==> src/rtl/pipe_hazard_ctrl.sv <==
// pipe_hazard_ctrl: stall/flush sequencer for the 5-stage pipeline.
// This block watches the ID, EX and MEM stages. It resolves three cases:
// load-use hazards, taken-branch flushes, and multi-cycle data-memory waits.
// A data-memory wait that runs too long latches a sticky timeout and
// moves the block to ERR. Only rst leaves ERR.
//
// Ports:
//   clk, rst             clock; synchronous active-high reset
//   id_rs, id_rt         source fields of the instruction in ID
//   id_uses_rt           the ID instruction reads rt
//   idex_mem_read        the EX instruction is a load
//   idex_rt              destination of the EX instruction
//   ex_branch_taken      the branch in EX resolved taken
//   mem_req, mem_ready   data-memory access in MEM, and its completion
//   pc_write, ifid_write, exmem_write          stage load enables
//   ifid_flush, idex_flush, memwb_bubble       NOP/bubble injection
//   mem_timeout          sticky data-memory timeout flag
//   state                FSM state (0 RUN, 1 MEM_WAIT, 2 ERR)
//   stall_cnt, flush_cnt saturating performance counters
module pipe_hazard_ctrl #(
    parameter int TIMEOUT = 16,
    parameter int CNT_W   = 32
) (
    input  logic             clk,
    input  logic             rst,
    input  logic [4:0]       id_rs,
    input  logic [4:0]       id_rt,
    input  logic             id_uses_rt,
    input  logic             idex_mem_read,
    input  logic [4:0]       idex_rt,
    input  logic             ex_branch_taken,
    input  logic             mem_req,
    input  logic             mem_ready,
    output logic             pc_write,
    output logic             ifid_write,
    output logic             ifid_flush,
    output logic             idex_flush,
    output logic             exmem_write,
    output logic             memwb_bubble,
    output logic             mem_timeout,
    output logic [1:0]       state,
    output logic [CNT_W-1:0] stall_cnt,
    output logic [CNT_W-1:0] flush_cnt
);

    typedef enum logic [1:0] {
        RUN      = 2'd0,
        MEM_WAIT = 2'd1,
        ERR      = 2'd2
    } state_t;

    localparam logic [7:0] TO_LIM = 8'(TIMEOUT);

    state_t     cur, nxt;
    logic [7:0] wcnt, wcnt_nxt;
    logic       timeout_set;
    logic       branch_flush;
    logic       memstall, lu;

    assign memstall = mem_req & ~mem_ready;
    assign lu = idex_mem_read & (idex_rt != 5'd0) &
                ((idex_rt == id_rs) | (id_uses_rt & (idex_rt == id_rt)));

    assign state = cur;

    always_ff @(posedge clk) begin
        if (rst) begin
            cur         <= RUN;
            wcnt        <= 8'd0;
            mem_timeout <= 1'b0;
            stall_cnt   <= '0;
            flush_cnt   <= '0;
        end else begin
            cur  <= nxt;
            wcnt <= wcnt_nxt;
            if (timeout_set)
                mem_timeout <= 1'b1;
            if (!pc_write && stall_cnt != '1)
                stall_cnt <= stall_cnt + 1'b1;
            if (branch_flush && flush_cnt != '1)
                flush_cnt <= flush_cnt + 1'b1;
        end
    end

    always_comb begin
        nxt          = cur;
        wcnt_nxt     = wcnt;
        timeout_set  = 1'b0;
        branch_flush = 1'b0;
        pc_write     = 1'b1;
        ifid_write   = 1'b1;
        exmem_write  = 1'b1;
        ifid_flush   = 1'b0;
        idex_flush   = 1'b0;
        memwb_bubble = 1'b0;
        // While in reset, keep the plain RUN enables so that no
        // reset-time input can look like a stall.
        if (!rst) begin
            case (cur)
                RUN: begin
                    // A pending memory stall has priority. A branch or
                    // load-use in the same cycle is re-evaluated after the freeze.
                    if (memstall) begin
                        pc_write     = 1'b0;
                        ifid_write   = 1'b0;
                        exmem_write  = 1'b0;
                        memwb_bubble = 1'b1;
                        nxt          = MEM_WAIT;
                        wcnt_nxt     = 8'd1;
                    end else if (ex_branch_taken) begin
                        ifid_flush   = 1'b1;
                        idex_flush   = 1'b1;
                        branch_flush = 1'b1;
                    end else if (lu) begin
                        // One bubble suffices: the load leaves EX next cycle.
                        pc_write   = 1'b0;
                        ifid_write = 1'b0;
                        idex_flush = 1'b1;
                    end
                end
                MEM_WAIT: begin
                    // ID/EX is not flushed here, so a taken branch in EX
                    // survives the freeze and is handled once RUN resumes.
                    pc_write     = 1'b0;
                    ifid_write   = 1'b0;
                    exmem_write  = 1'b0;
                    memwb_bubble = 1'b1;
                    if (mem_ready) begin
                        nxt      = RUN;
                        wcnt_nxt = 8'd0;
                    end else if (wcnt == TO_LIM) begin
                        nxt         = ERR;
                        timeout_set = 1'b1;
                    end else begin
                        wcnt_nxt = wcnt + 8'd1;
                    end
                end
                ERR: begin
                    pc_write     = 1'b0;
                    ifid_write   = 1'b0;
                    exmem_write  = 1'b0;
                    ifid_flush   = 1'b1;
                    idex_flush   = 1'b1;
                    memwb_bubble = 1'b1;
                end
                default: nxt = RUN;
            endcase
        end
    end

endmodule

==> config.mk <==
export PLATFORM = sky130hd
export DESIGN_NAME = pipe_hazard_ctrl
export DESIGN_NICKNAME = d
export VERILOG_FILES = /design/src/rtl/pipe_hazard_ctrl.sv
export SDC_FILE = /design/constraint.sdc
export NUM_CORES = 1
export LEC_CHECK = 0
export CORE_ASPECT_RATIO = 0.6
export CORE_UTILIZATION = 30
export CTS_BUF_LIST = sky130_fd_sc_hd__clkbuf_2
export DETAILED_ROUTE_END_ITERATION = 10
export MAX_ROUTING_LAYER = met4
export PLACE_DENSITY_LB_ADDON = 0.25
export SYNTH_ARGS = -nofsm -noshare
export SYNTH_HDL_FRONTEND = slang
export SYNTH_SLANG_ARGS = --single-unit
==> constraint.sdc <==
create_clock -name clk -period 3.15 [get_ports clk]
set_input_delay 0.4725 -clock clk [delete_from_list [all_inputs] [get_ports clk]]
set_output_delay 0.4725 -clock clk [all_outputs]
set_load 0.005 [all_outputs]
-- Yosys cells after proc, flatten, opt, wreduce, memory -nomap -nowiden
Index checks and enable logic that the tools add are counted.
- bits in registers: 75
- bits in latches: 0
- bits in writable memories: 0
- ROM bits: 0
- input bits: 22
- output and inout port bits: 73
- word-level logic and storage cells: 68
- memories kept: 0
- add/subtract/negate cells: 3
- $mul: 0
- divide/modulo/power cells: 0
- magnitude comparators: 0
- eq/ne operators: 10
- shift operators: 0
- muxes and demuxes: 34
- bitwise logic cells: 7
- reduce and logical (&&, ||, !) cells: 9
- operator list (cell ; number):
    $add A32 B1 Y32 const B ; 2
    $ne A32 B32 Y1 const B ; 2
    $mux W8 ; 3
    $mux W1 ; 21
    $pmux W8 S2 ; 1
    $eq A5 B5 Y1 ; 2
    $pmux W1 S2 ; 5
    $add A8 B1 Y8 const B ; 1
    $eq A8 B5 Y1 const B ; 1
    $mux W2 ; 3
    $ne A3 B3 Y1 const B ; 2
    $pmux W2 S3 ; 1
    $reduce_and A3 Y1 ; 2
    $reduce_bool A5 Y1 ; 1
    $and A1 B1 Y1 ; 4
    $eq A2 B1 Y1 const B ; 1
    $eq A2 B2 Y1 const B ; 1
    $logic_and A1 B1 Y1 ; 2
    $logic_not A2 Y1 ; 1
    $ne A2 B2 Y1 const B ; 1
    $not A1 Y1 ; 2
    $reduce_bool A2 Y1 ; 1
    $reduce_or A2 Y1 ; 1
    $logic_not A1 Y1 ; 1
    $or A1 B1 Y1 ; 1

-- Longest topological paths before layout
- depth in word-level cells: 11
- gate-level depth with buffers: 10
- depth with buffers taken out: 8

-- Least setup slack after synthesis
No wires, ideal clock.
- path type: in2out
- start: input idex_rt[1]
- end: output pc_write
- arrival: 1855 ps
- required time: 2677 ps
- setup slack: 823 ps
- cell stages on the path: 7
- path buffers: 3
- cells stage by stage: or4_1 o21ai_1 nor2_1 a21oi_1 buf_2 buf_4 buf_4
- word-level cells in the longest chain between the ends: 9
- elaborated cells on any way between the ends: 12
- classes of those cells: eq/ne (2); mux (5); bitwise (4); reduce/logical (1)
- ends and longest elaborated chain (item ; line ; source):
    start, declared ; 30 ; input logic [4:0] idex_rt,
    $eq A5 B5 Y1 ; 62 ; ((idex_rt == id_rs) | (id_uses_rt & (idex_rt == id_rt)));
    $and A1 B1 Y1 ; 62 ;
    $or A1 B1 Y1 ; 62 ;
    $and A1 B1 Y1 * ; 61 ; assign lu = idex_mem_read & (idex_rt != 5'd0) &
    $mux W1 * (3 in a row) ; -- ;
    $pmux W1 S2 * ; -- ;
    $mux W1 * ; -- ;
    end, declared ; 34 ; output logic pc_write,
Every way passes the cells marked *; elsewhere a longest branch is shown, timed or not.

-- Worst setup path in the final report
- start: input idex_rt[1]
- end: output ifid_write
- word-level cells in the longest chain between the ends: 9
- elaborated cells on any way between the ends: 12
- classes of those cells: eq/ne (2); mux (5); bitwise (4); reduce/logical (1)
- ends and longest elaborated chain (item ; line ; source):
    $eq A5 B5 Y1 ; 62 ;
    $and A1 B1 Y1 ; 62 ;
    $or A1 B1 Y1 ; 62 ;
    $and A1 B1 Y1 * ; 61 ;
    $mux W1 * ; 114 ; end else if (lu) begin
    $mux W1 * ; 110 ; end else if (ex_branch_taken) begin
    $mux W1 * ; 103 ; if (memstall) begin
    $pmux W1 S2 * ; 99 ; case (cur)
    $mux W1 * ; 98 ; if (!rst) begin
    end, declared ; 35 ; output logic ifid_write,
Marks and branches as above.

==> metrics.md <==
| Metric | Value |
|---|---|
| Status | finished clean |
| Dpl cell area | 5190 um^2 |
| CTS tree | yes |
| #FFs+latches synth | 75 |
| Filler Cell Count | 1319 |
| Hold crit path type | in2reg |
| Antenna Cells | 0 |
| Tot Pwr | 1.74 mW |
| FP Rows | 32 |
| Internal Power | roughly 1.2 mW |
| Worst slew pin tran | 0.751 ns |
| CP Class | in2out |
| CTS clk-pin slew, worst paths | 0.23 ns |
| Slowest cell delay on critical path | 0.56 ns |
| Cell taking the most area after synthesis | dfxtp_1 |
| Syn. warnings | 0 |
| Flop-to-flop setup slack | 0.46 ns |
| Unrepaired setup endpoints after global routing | false |
| Top cells by area, synth | dfxtp_1 (37%), xor2_1 (6.5%), nor2_1 (5.2%) |
| Post-DP HPWL | 8500 um |
| Placer Congestion | 0.813 |
| Post-Synthesis Cells | between 400 and 500 |
| First-pass GRT wire length | 18700 um |
| Clock sinks | 75 |
| Asr flop ratio synth | 0% |
| Clk Tree Root Cell | clkbuf_2 |
| Leak pwr | 1.84 nW |
| TNS Setup | 0 ns |
| Peak supply drop | between 0.15 and 0.2 mV |
| F_max | about 330 MHz |
| # IOs | 95 |
| Req. time, crit path | about 2.7 ns |
| Synthesized area | 4040 um^2 |
| Final number of setup-violating endpoints | 0 |
| Layout cells sized above 1 | 9.39% |
| Fin. max-slew vios | 0 |
| Top FF cell, synth | dfxtp_1 |
| WHS Endpoint | mem_timeout$_SDFFE_PP0P_ |
| Hold Crit Depth | 3 |
| Final Cell Area | between 5000 and 6000 um^2 |
| Reg2Reg Depth | 8 |
| Crit path buf inv count | 2 |
| PortBufs | 94 |
| Net switching power | 496 uW |
| Max transition margin | 49.8% |
| Layout area overhead | 31.9% |
| Maxcap violations | 0 |
| Net Sw Frac | 28.5% |
| Core Box Area | around 13000 um^2 |
| Fin crit share | 97.4% |
| Initial DRC Count | 197 |
| Reg2reg end | stall_cnt[27]$_SDFFE_PP0P_ |
| Crit path DAT | 2.59 ns |
| Netlist cell types | 56 |
| Hold Startpoint | rst |
| Startpoint types | input port |
| DIE AREA | 14000 um^2 |
| Initial antenna violation count | 0 |
| Post-Place Cells | 739 |
| Net Count, Synth | 514 |
| Clk pwr share | 32.3% |
| DR vias/cell | 5.16 |
| Final WL | between 10000 and 15000 um |
| Sequential-to-total area share from yosys stat | 37.2% |
| Die Width | ~150 um |
| Worst skew pair latency | about 0.53 ns |
| Die Span Y | around 92 um |
| Antenna Nets Post-Route | 0 |
| Avg WL per Cell | 15.1 um |
| Most frequent cell after synthesis | dfxtp_1 |
| Mean Syn Cell Area | 8.35 um^2 |
| Delay-heaviest family, CP | buffers and inverters |
| Remaining DRCs | 0 |
| H-tree depth | 3 |
| Reg2Reg Launch Point | state[0]$_SDFFE_PP0P_ |
| Period minus WS final | 3.07 ns |
| Combinational fraction of design power | 11.9% |
| Bufs on Longest Clock Path | 2 |
| Pre-antenna DRT Iters | 5 |
| Crit end category | primary output |
| Slowest CP cell | clkdlybuf4s50_1 |
| Final WS setup | between 0.08 and 0.09 ns |
| Pwr dens | 326 nW/um^2 |
| Top post-synthesis cells by count | dfxtp_1 (75), nor2_1 (56), a21oi_1 (34), nand2_1 (34), xor2_1 (30) |
| CTS Buf Count | 9 |
| Pre-CTS setup slack | -0.00386 ns |
| Final hold violation count | 0 |
| Top cell type's share of synthesized area | 37.2% |
| Gr usage total | 17.3% |
| Number of synthesized flops with an enable pin | 0 |
| Vias in the first global route | about 3600 |
| DR vias | just under 4000 |
| Power share of the sequential group | 55.8% |
| Final Util | 41.1% |
| Global route total overflow | 0 |
| Final nets | 611 |
| Critical-path cell list | clkdlybuf4s50_1 -> or4_1 -> o21ai_1 -> nor2_1 -> a21oi_4 -> clkdlybuf4s50_1 |
| Fin cells | between 700 and 800 |
| CP Max Fanout | 5 |
| Largest net degree at the start of global routing | 56 |
| Starting Density | 31.1% |
| Worst hold slack | 0.432 ns |
| Most used cell, CP | clkdlybuf4s50_1 |
| Clock skew | ~0.038 ns |
[metal layers]
layer	part of all wire [%]	track usage, %
met3	5.4	4.77
met2	42	25.0
met5	0	-
met1	51	23.6
met4	1.2	4.25
[sequential cells by signal, indices dropped and copies added (netlist names)]
| signal | cells |
|---|---|
| flush_cnt | 32 |
| mem_timeout | 1 |
| stall_cnt | 32 |
| state | 2 |
| wcnt | 8 |
[timing repair]
action                     in CTS  in global routing
pin swaps                       2                  1
resized for setup               2                  2
hold buffers                    0                  0
setup endpoints to repair       2                  2
buffers inserted                1                  0
[layout by cell type (no fill, tap or decap), drive strengths merged, types with 7 or more instances in the layout]
master and count:
nor2 56, o21ai 18, a21oi 34, and4 7, and3 18, dfxtp 75, clkbuf 9, nor2b 9
or3 15, o31ai 12, xor2 30, xnor2 14, nor4 7, or4 13, nand2 35, nand4 24
ha 8, buf 15, nand3 27, clkdlybuf4s50 93, inv 12
[cell type report]
type | count | area (um^2) | share of cell area [%]
Multi-Input combinational cell | 377 | 2410 | 45.3
Sequential cell | 75 | 1500 | 28.2
Timing Repair Buffer | 108 | 1040 | 19.5
Tap cell | 170 | 213 | 3.99
Clock inverter | 7 | 75.1 | 1.41
Clock buffer | 9 | 45.0 | 0.845
Inverter | 10 | 37.5 | 0.704
[worst reg2reg max path, cell delays in order, from the launching register on]
cell and delay, ns:
dfxtp_2 0.41, inv_1 0.07, ha_2 0.27, nand2b_1 0.17, a21oi_1 0.39, o21bai_1 0.19, o211ai_2 0.34, nor4_1 0.42
mux2_2 0.37
[kinds of logic after synthesis]
logic type / synth area share [%]
compound gates: 11.9
xor+xnor: 9.54
fa+ha+maj: 2.48
buf+inv: 3.44
flops: 37.2
mux: 2.17
simple gates: 33.3
[power groups by stage]
| stage | Combinational, mW | Clock [mW] | Sequential (mW) |
|---|---|---|---|
| floorplan | 0.110 | 0 | 0.985 |
| global placement | 0.194 | 0 | 0.986 |
| detailed placement | 0.201 | 0 | 0.987 |
| CTS | 0.207 | 0.590 | 0.969 |
| global route | 0.226 | 0.627 | 0.972 |
| finish | 0.207 | 0.562 | 0.969 |
[how the worst max path moves through the flow]
stage / from / to / slack (ns) / depth (start not counted)
after floorplan: idex_rt[1] / pc_write / 0.82 / 7
after global placement: idex_rt[1] / ifid_write / 0.02 / 6
after detailed placement: idex_rt[1] / ifid_write / -0.004 / 6
after CTS: state[0]$_SDFFE_PP0P_ / ifid_write / 0.07 / 6
after global routing: state[0]$_SDFFE_PP0P_ / ifid_write / 0.006 / 6
final: idex_rt[1] / ifid_write / 0.08 / 6
No activity file was read; power rests on OpenSTA's default activity.
